==> config.mk <==
export PLATFORM = sky130hd
export DESIGN_NAME = magnitude_chan_sched
export DESIGN_NICKNAME = d
export VERILOG_FILES = /design/src/rtl/magnitude_chan_sched.sv
export SDC_FILE = /design/constraint.sdc
export NUM_CORES = 1
export LEC_CHECK = 0
export CORE_ASPECT_RATIO = 2
export CORE_MARGIN = 5
export CORE_UTILIZATION = 39
export DETAILED_ROUTE_END_ITERATION = 6
export PLACE_DENSITY = 0.73
export SYNTH_ARGS = -nofsm -noshare
export SYNTH_HDL_FRONTEND = slang
export SYNTH_HIERARCHICAL = 1
export SYNTH_SLANG_ARGS = --single-unit
==> constraint.sdc <==
create_clock -name data_clk_i -period 3.6 [get_ports data_clk_i]
set_input_delay 0.9 -clock data_clk_i [delete_from_list [all_inputs] [get_ports data_clk_i]]
set_output_delay 0.9 -clock data_clk_i [all_outputs]
set_load 0.1 [all_outputs]
==> src/rtl/magnitude_chan_sched.sv <==
// magnitude_chan_sched: shares one magnitude core among NB_CHAN I/Q streams.
// Each channel owns a one-deep holding slot. A round-robin arbiter issues one
// held sample per clock to the core. A tag line carries the channel number
// alongside the core's latency so that each result returns with its channel.

// Per-channel holding slot: one sample, a pending flag and a sticky overrun flag.
module magnitude_chan_slot #(
    parameter int DATA_SIZE = 16
) (
    input  logic                 i_clk,
    input  logic                 i_rst,
    input  logic                 i_cap,
    input  logic [DATA_SIZE-1:0] i_i,
    input  logic [DATA_SIZE-1:0] i_q,
    input  logic                 i_grant,
    input  logic                 i_err_clr,
    output logic [DATA_SIZE-1:0] o_i,
    output logic [DATA_SIZE-1:0] o_q,
    output logic                 o_pending,
    output logic                 o_overrun
);
    logic [DATA_SIZE-1:0] r_i;
    logic [DATA_SIZE-1:0] r_q;
    logic                 r_pending;
    logic                 r_overrun;
    logic                 w_lost;

    // A held sample is lost only when it is replaced without having been
    // issued on the same edge. A capture during a grant is not a loss,
    // because the grant takes the old sample.
    assign w_lost = i_cap & r_pending & ~i_grant;

    // Capture the newest sample. Pending survives a grant if a new capture arrives.
    always_ff @(posedge i_clk or posedge i_rst) begin
        if (i_rst) begin
            r_i       <= '0;
            r_q       <= '0;
            r_pending <= 1'b0;
            r_overrun <= 1'b0;
        end else begin
            if (i_cap) begin
                r_i <= i_i;
                r_q <= i_q;
            end
            r_pending <= i_cap | (r_pending & ~i_grant);
            r_overrun <= w_lost | (r_overrun & ~i_err_clr);
        end
    end

    assign o_i       = r_i;
    assign o_q       = r_q;
    assign o_pending = r_pending;
    assign o_overrun = r_overrun;
endmodule

module magnitude_chan_sched #(
    parameter int DATA_SIZE   = 16,
    parameter int NB_CHAN     = 4,
    parameter int CHAN_W      = 2,
    parameter int MAG_LATENCY = 3
) (
    input  logic                         data_clk_i,
    input  logic                         data_rst_i,
    input  logic [NB_CHAN*DATA_SIZE-1:0] chan_i_i,
    input  logic [NB_CHAN*DATA_SIZE-1:0] chan_q_i,
    input  logic [NB_CHAN-1:0]           chan_en_i,
    output logic [DATA_SIZE-1:0]         mag_i_o,
    output logic [DATA_SIZE-1:0]         mag_q_o,
    output logic                         mag_en_o,
    input  logic [2*DATA_SIZE:0]         mag_data_i,
    input  logic                         mag_en_i,
    output logic [2*DATA_SIZE:0]         data_o,
    output logic                         data_en_o,
    output logic [CHAN_W-1:0]            data_chan_o,
    output logic [NB_CHAN-1:0]           overrun_o,
    output logic                         tag_err_o,
    input  logic                         err_clr_i
);
    logic [NB_CHAN-1:0][DATA_SIZE-1:0] w_hold_i;
    logic [NB_CHAN-1:0][DATA_SIZE-1:0] w_hold_q;
    logic [NB_CHAN-1:0]                w_pending;
    logic [NB_CHAN-1:0]                w_gnt_oh;
    logic                              w_gnt_vld;
    logic [CHAN_W-1:0]                 w_gnt_idx;
    logic [CHAN_W-1:0]                 w_rr_next;

    logic [CHAN_W-1:0]                 r_rr_ptr;
    logic [DATA_SIZE-1:0]              r_mag_i;
    logic [DATA_SIZE-1:0]              r_mag_q;
    logic                              r_mag_en;

    // Tag stage 0 lines up with mag_en_o. Stage MAG_LATENCY lines up with the
    // core's mag_en_i, so the line has MAG_LATENCY+1 entries.
    logic [MAG_LATENCY:0]              r_vld_pipe;
    logic [MAG_LATENCY:0][CHAN_W-1:0]  r_chan_pipe;
    logic                              w_tail_vld;
    logic [CHAN_W-1:0]                 w_tail_chan;

    logic [2*DATA_SIZE:0]              r_data;
    logic                              r_data_en;
    logic [CHAN_W-1:0]                 r_data_chan;
    logic                              r_tag_err;

    for (genvar k = 0; k < NB_CHAN; k++) begin : g_slot
        magnitude_chan_slot #(.DATA_SIZE(DATA_SIZE)) u_slot (
            .i_clk     (data_clk_i),
            .i_rst     (data_rst_i),
            .i_cap     (chan_en_i[k]),
            .i_i       (chan_i_i[k*DATA_SIZE +: DATA_SIZE]),
            .i_q       (chan_q_i[k*DATA_SIZE +: DATA_SIZE]),
            .i_grant   (w_gnt_oh[k]),
            .i_err_clr (err_clr_i),
            .o_i       (w_hold_i[k]),
            .o_q       (w_hold_q[k]),
            .o_pending (w_pending[k]),
            .o_overrun (overrun_o[k])
        );
    end

    // Round-robin search: pick the first pending channel at or after rr_ptr, wrapping around.
    always_comb begin : p_arb
        int v_idx;
        w_gnt_vld = 1'b0;
        w_gnt_idx = '0;
        w_gnt_oh  = '0;
        v_idx     = 0;
        for (int off = 0; off < NB_CHAN; off++) begin
            v_idx = int'(r_rr_ptr) + off;
            if (v_idx >= NB_CHAN) v_idx = v_idx - NB_CHAN;
            if (!w_gnt_vld && w_pending[v_idx]) begin
                w_gnt_vld = 1'b1;
                w_gnt_idx = CHAN_W'(v_idx);
            end
        end
        if (w_gnt_vld) w_gnt_oh = NB_CHAN'(1) << w_gnt_idx;
    end

    assign w_rr_next = (int'(w_gnt_idx) == NB_CHAN - 1) ? '0 : w_gnt_idx + CHAN_W'(1);

    // Issue the granted slot to the core. The sample bus holds its value when idle.
    always_ff @(posedge data_clk_i or posedge data_rst_i) begin
        if (data_rst_i) begin
            r_mag_i  <= '0;
            r_mag_q  <= '0;
            r_mag_en <= 1'b0;
            r_rr_ptr <= '0;
        end else begin
            r_mag_en <= w_gnt_vld;
            if (w_gnt_vld) begin
                r_mag_i  <= w_hold_i[w_gnt_idx];
                r_mag_q  <= w_hold_q[w_gnt_idx];
                r_rr_ptr <= w_rr_next;
            end
        end
    end

    // Tag line: shift {valid, channel} once per clock so that it tracks the core pipeline.
    always_ff @(posedge data_clk_i or posedge data_rst_i) begin
        if (data_rst_i) begin
            r_vld_pipe  <= '0;
            r_chan_pipe <= '0;
        end else begin
            r_vld_pipe  <= {r_vld_pipe[MAG_LATENCY-1:0], w_gnt_vld};
            r_chan_pipe <= {r_chan_pipe[MAG_LATENCY-1:0], w_gnt_idx};
        end
    end

    assign w_tail_vld  = r_vld_pipe[MAG_LATENCY];
    assign w_tail_chan = r_chan_pipe[MAG_LATENCY];

    // Forward tagged results. A result without a tag is dropped and flagged.
    always_ff @(posedge data_clk_i or posedge data_rst_i) begin
        if (data_rst_i) begin
            r_data      <= '0;
            r_data_en   <= 1'b0;
            r_data_chan <= '0;
            r_tag_err   <= 1'b0;
        end else begin
            r_data_en <= mag_en_i & w_tail_vld;
            if (mag_en_i && w_tail_vld) begin
                r_data      <= mag_data_i;
                r_data_chan <= w_tail_chan;
            end
            r_tag_err <= (mag_en_i & ~w_tail_vld) | (r_tag_err & ~err_clr_i);
        end
    end

    assign mag_i_o     = r_mag_i;
    assign mag_q_o     = r_mag_q;
    assign mag_en_o    = r_mag_en;
    assign data_o      = r_data;
    assign data_en_o   = r_data_en;
    assign data_chan_o = r_data_chan;
    assign tag_err_o   = r_tag_err;
endmodule

Word-level counts from Yosys, hierarchy flattened
Cells that the tools add are included.
{ "word_totals": {"regBits": 220, "output_inout_bits": 74, "word_cells": 119, "inputBits": 169} }
{ "op_classes": {"shift": 1, "magnitude_cmp": 9, "bitwise": 34, "eq_ne": 1, "n_addsub": 8, "n_mux": 30, "reduce_logical": 7} }
{ "ops": {"columns": ["operator", "count"], "rows": [
  ["$lt A32 B4 Y1 const B", 4],
  ["$mux W32", 4],
  ["$bmux W16 S2", 2],
  ["$mux W16", 2],
  ["$and A1 B1 Y1", 19],
  ["$mux W1", 12],
  ["$sub A3 B3 Y4 const B", 3],
  ["$mux W2", 5],
  ["$ge A3 B3 Y1 const B", 3],
  ["$or A1 B1 Y1", 9],
  ["$bmux W1 S2", 4],
  ["$add A2 B2 Y3 const B", 2],
  ["$not A1 Y1", 6],
  ["$logic_and A1 B1 Y1", 4],
  ["$mux W4", 1],
  ["$shl A1 B2 Y4 const A", 1],
  ["$sub A2 B3 Y4 const B", 1],
  ["$add A2 B1 Y3 const B", 1],
  ["$ge A2 B3 Y1 const B", 1],
  ["$logic_not A1 Y1", 3],
  ["$lt A2 B3 Y1 const B", 1],
  ["$add A2 B1 Y2 const B", 1],
  ["$eq A2 B1 Y1 const B", 1]
]} }

Longest topological paths before layout
{ "logic_depth": {"ltp_word": 20, "depth_mapped": 8, "mapped_depth_nobuf": 6} }

Hierarchy
The synthesis kept the hierarchy.
{ "modules_own_cells": {"columns": ["module", "cells_per_inst", "area_each_um2", "n_inst", "seq_area_each_um2"], "rows": [
  ["magnitude_chan_slot", 75, 1416.4, 4, 850.8],
  ["magnitude_chan_sched", 324, 3887.5, 1, 2077.0]
]} }

Worst setup path after synthesis
OpenSTA, ideal clock, no wires.
{ "synth_timing": {"kind": "input -> register", "startpoint": "input mag_en_i", "endpoint": "register r_data_chan[1], in the netlist data_chan_o[1]", "arrival_time_ns": 1.823, "slack_ns": 1.651, "required_ns": 3.474, "n_path_buf": 1, "path_stages": 3, "path_cell_list": "nand2_1 -> clkbuf_1 -> mux2_2"} }
{ "synth_via": {"elab_chain_cells": 1} }
{ "synth_rtl": {"columns": ["item", "line_no", "source"], "rows": [
  ["from (decl)", "71", "input logic mag_en_i,"],
  ["$logic_and A1 B1 Y1", "180", "if (mag_en_i && w_tail_vld) begin"],
  ["to (signal assigned)", "182", "r_data_chan <= w_tail_chan;"],
  ["to (decl)", "101", "logic [CHAN_W-1:0] r_data_chan;"]
]} }
No other way between the ends.
A chain may end at the register's enable or synchronous reset.

Worst setup path after layout
{ "layout_timing": {"startpoint": "register r_data[25], in the netlist data_o[25]", "endpoint": "output data_o[25]"} }
{ "layout_lines": {"columns": ["item", "line_no", "source"], "rows": [
  ["from (decl)", "99", "logic [2*DATA_SIZE:0] r_data;"],
  ["from (signal assigned)", "181", "r_data <= mag_data_i;"],
  ["to (decl)", "72", "output logic [2*DATA_SIZE:0] data_o,"]
]} }
No word-level cell between the ends.

==> run summary <==
Worst path cell trace: clkdlybuf4s50_1
Internal Power: 5.78 mW
Fin nets: 1029
PortBufs: 242
R2r startpoint: r_rr_ptr[1]
Static Leak: 5.63 nW
R2R Path End: mag_i_o[1]
Syn Inst Count: 624
Async SR Flop Fraction: 100%
Seq cells post-synth: 219
CP top delay family: buffers and inverters
Sw frac: 45.3%
Grt total ovfl: 0
Largest family of logic cells by synthesized area: multiplexers
Share of layout cells above drive strength 1: 31.4%
Die ar.: 0.0279 mm^2
Net switching power: 4.78 mW
Final wirelength: 27.7 mm
DRT Pass-1 Iters: 4
Die Span Y: 231 um
Synth Area in XOR/XNOR: 0%
WP buf/inv: 1
Initial antenna violation count: 3
Slew margin rel.: 32.3%
Max FO, Critical Path: 2
Netlist cell types: 33
Total negative slack: 0 ns
Worst hold path class: flop to flop
CTS buffer count: 21
Num Clock Sinks: 219
Main synth FF type: dfrtp_1
Post-CTS Hold Buffers: 0
Largest net degree at the start of global routing: 55
Setup violators final: 0
Register area share after synthesis: 57.4%
Post-CTS setup buffers: 0
Area Overhead vs Synth: 32.6%
Die Wd: 121 um
Ys Warns: 6
Worst Slack Setup Final: 0.699 ns
Via Count: 6252
Slowest stage delay, CP: 1.15 ns
Total of max-cap violations: 0
Syn nets: 793
Max Slew Vio Count: 0
Kind of critical path: flop to output pin
CP Launch Type: flop
Reg power frac: 32.2%
Iter 0 DRT Violations: 259
All-Layer GR Usage: 19.7%
FF-to-FF setup slack: 1.12 ns
Drt drc: 0
Worst-margin pin slew: 1.01 ns
PD cells: 834 mW/mm^2
EDFF count, synth: 0
WP data required: 2.70 ns
Routed WL per cell: 23.8 um
Critical Path End Type: output pin
CTS H-tree depth: 1
Adder-Cell Fraction of Synth Area: 0%
Root buffer cell: clkbuf_16
Synth Area in Compound Gates: 9.26%
Unrepaired setup endpoints after global routing: no
CTS tree: done
Post-CTS sizing: 0
Min-Delay Endpoint: r_chan_pipe[3]
Clk buf depth: 3
Place WS: 1.17 ns
Mapped cell area: 0.00955 mm^2
Clock transition at the registers of the reported paths: 0.07 ns
Fmax: 345 MHz
Comb pwr share: 46.0%
DP Wirelength: 20.4 mm
Final ANT Viol Nets: 0
Worst vdd ir: 0.000636 V
Core area: 0.0243 mm^2
Final hold viol count: 0
Hold Crit Depth: 0
RePlAce Congestion: 0.801
Status: finished, final reports clean
Crit share post-route: 80.6%
Share of total power in the clock network: 21.8%
DR vias/cell: 5.36
Clock latency on the worst-skew pair: 0.51 ns
Post-synthesis mux area share: 26.0%
I/O pins: 243
Vias in the first global route: 6845
Row cnt: 81
Reg2Reg Depth: 5
Avg Synthesized Cell Area: 15.3 um^2
Final setup skew: 0.0159 ns
Hold path start: r_chan_pipe[1]
First-pass GRT wire length: 41.4 mm
Slowest CP cell: clkdlybuf4s50_1
Worst Path Arrival: 2.00 ns
Tmin final: 2.90 ns
Post-synthesis simple-gate area fraction: 1.96%
Initial Utilization: 39.3%
how the worst max path moves through the flow:
stage	from	endpoint	depth (start not counted)
global route	data_o[25]	data_o[25]	1
detailed placement	r_rr_ptr[1]	mag_i_o[1]	5
global placement	data_o[25]	data_o[25]	1
finish	data_o[25]	data_o[25]	1
CTS	data_o[25]	data_o[25]	1
floorplan	data_rst_i	data_chan_o[0]	1
kinds of logic (layout without fill, tap and decap cells):
logic type | count (synthesis) | in the layout
flops | 219 | 219
mux | 186 | 186
compound gates | 110 | 110
buf+inv | 67 | 317
simple gates | 42 | 42
other cells | 0 | 3
cells in the final DEF (no fill, tap or decap), drive strengths merged, types with 3 or more instances in the layout:
cell / instances
clkdlybuf4s50: 190
buf: 69
nor2: 35
mux2: 163
dfrtp: 219
o2111ai: 21
diode: 3
o22ai: 23
a32o: 4
bufinv: 3
o211ai: 10
mux2i: 23
a21o: 4
a221oi: 32
inv: 22
o21ai: 3
clkbuf: 27
a21oi: 6
clkinv: 4
metrics by stage:
step	instance area, um^2	power [mW]	utilization, %	std cells	hold slack [ns]
6_report	12700	10.6	52.1	1167	0.351
5_1_grt	12700	11.0	52.1	1167	0.357
4_1_cts	12700	10.7	52.0	1164	0.348
3_5_place_dp	12000	8.35	49.1	1127	0.335
3_3_place_gp	12000	8.27	49.1	1127	0.333
2_1_floorplan	9550	6.93	-	624	0.331
registers in the layout, indices dropped and copies added, names as in the netlist:
register and cells:
g_slot.u_slot/o_overrun 4, data_en_o 1, g_slot.u_slot/o_q 64, g_slot.u_slot/o_pending 4
r_vld_pipe 4, data_o 33, r_rr_ptr 2, tag_err_o 1
r_chan_pipe 6, mag_q_o 16, w_tail_chan 2, g_slot.u_slot/o_i 64
data_chan_o 2, mag_i_o 16
area by class of cell:
cell class | instances | area [um^2]
diodes | 3 | 7.51
clock buffers | 27 | 568
clock inverters | 10 | 136
fillers | 2078 | 11700
inverters | 21 | 81.3
multi-input cells | 338 | 3580
flip-flops and latches | 219 | 5480
well taps | 290 | 363
repair buffers | 259 | 2450
routing by layer:
| metal | vias to the layer above | share of wire (%) | GRT usage, % |
|---|---|---|---|
| li1 | 2767 | - | - |
| met1 | 3153 | 34 | 21.0 |
| met2 | 259 | 54 | 36.5 |
| met3 | 73 | 4.8 | 2.42 |
| met4 | 0 | 6.6 | 12.0 |
| met5 | - | 0 | 0 |
synth_stat cells, types with 5 or more instances:
library cell / n / area, um^2
dfrtp_1: 219 / 5480
mux2_4: 112 / 1680
mux2_2: 51 / 574
nor2_1: 35 / 131
a221oi_1: 32 / 280
mux2i_1: 23 / 230
o22ai_1: 23 / 144
o2111ai_1: 21 / 184
inv_1: 19 / 71.3
buf_2: 15 / 75.1
buf_12: 12 / 240
clkbuf_1: 11 / 41.3
o211ai_1: 10 / 75.1
a21oi_1: 6 / 30.0
buf_6: 5 / 56.3
power by group through the flow:
stage | registers (mW) | logic [mW] | clock network [mW]
floorplan | 5.12 | 1.81 | 0
global placement | 3.42 | 4.85 | 0
detailed placement | 3.44 | 4.91 | 0
CTS | 3.40 | 4.92 | 2.36
global route | 3.46 | 5.07 | 2.45
finish | 3.40 | 4.86 | 2.31
Power figures use the tool's default switching activity.
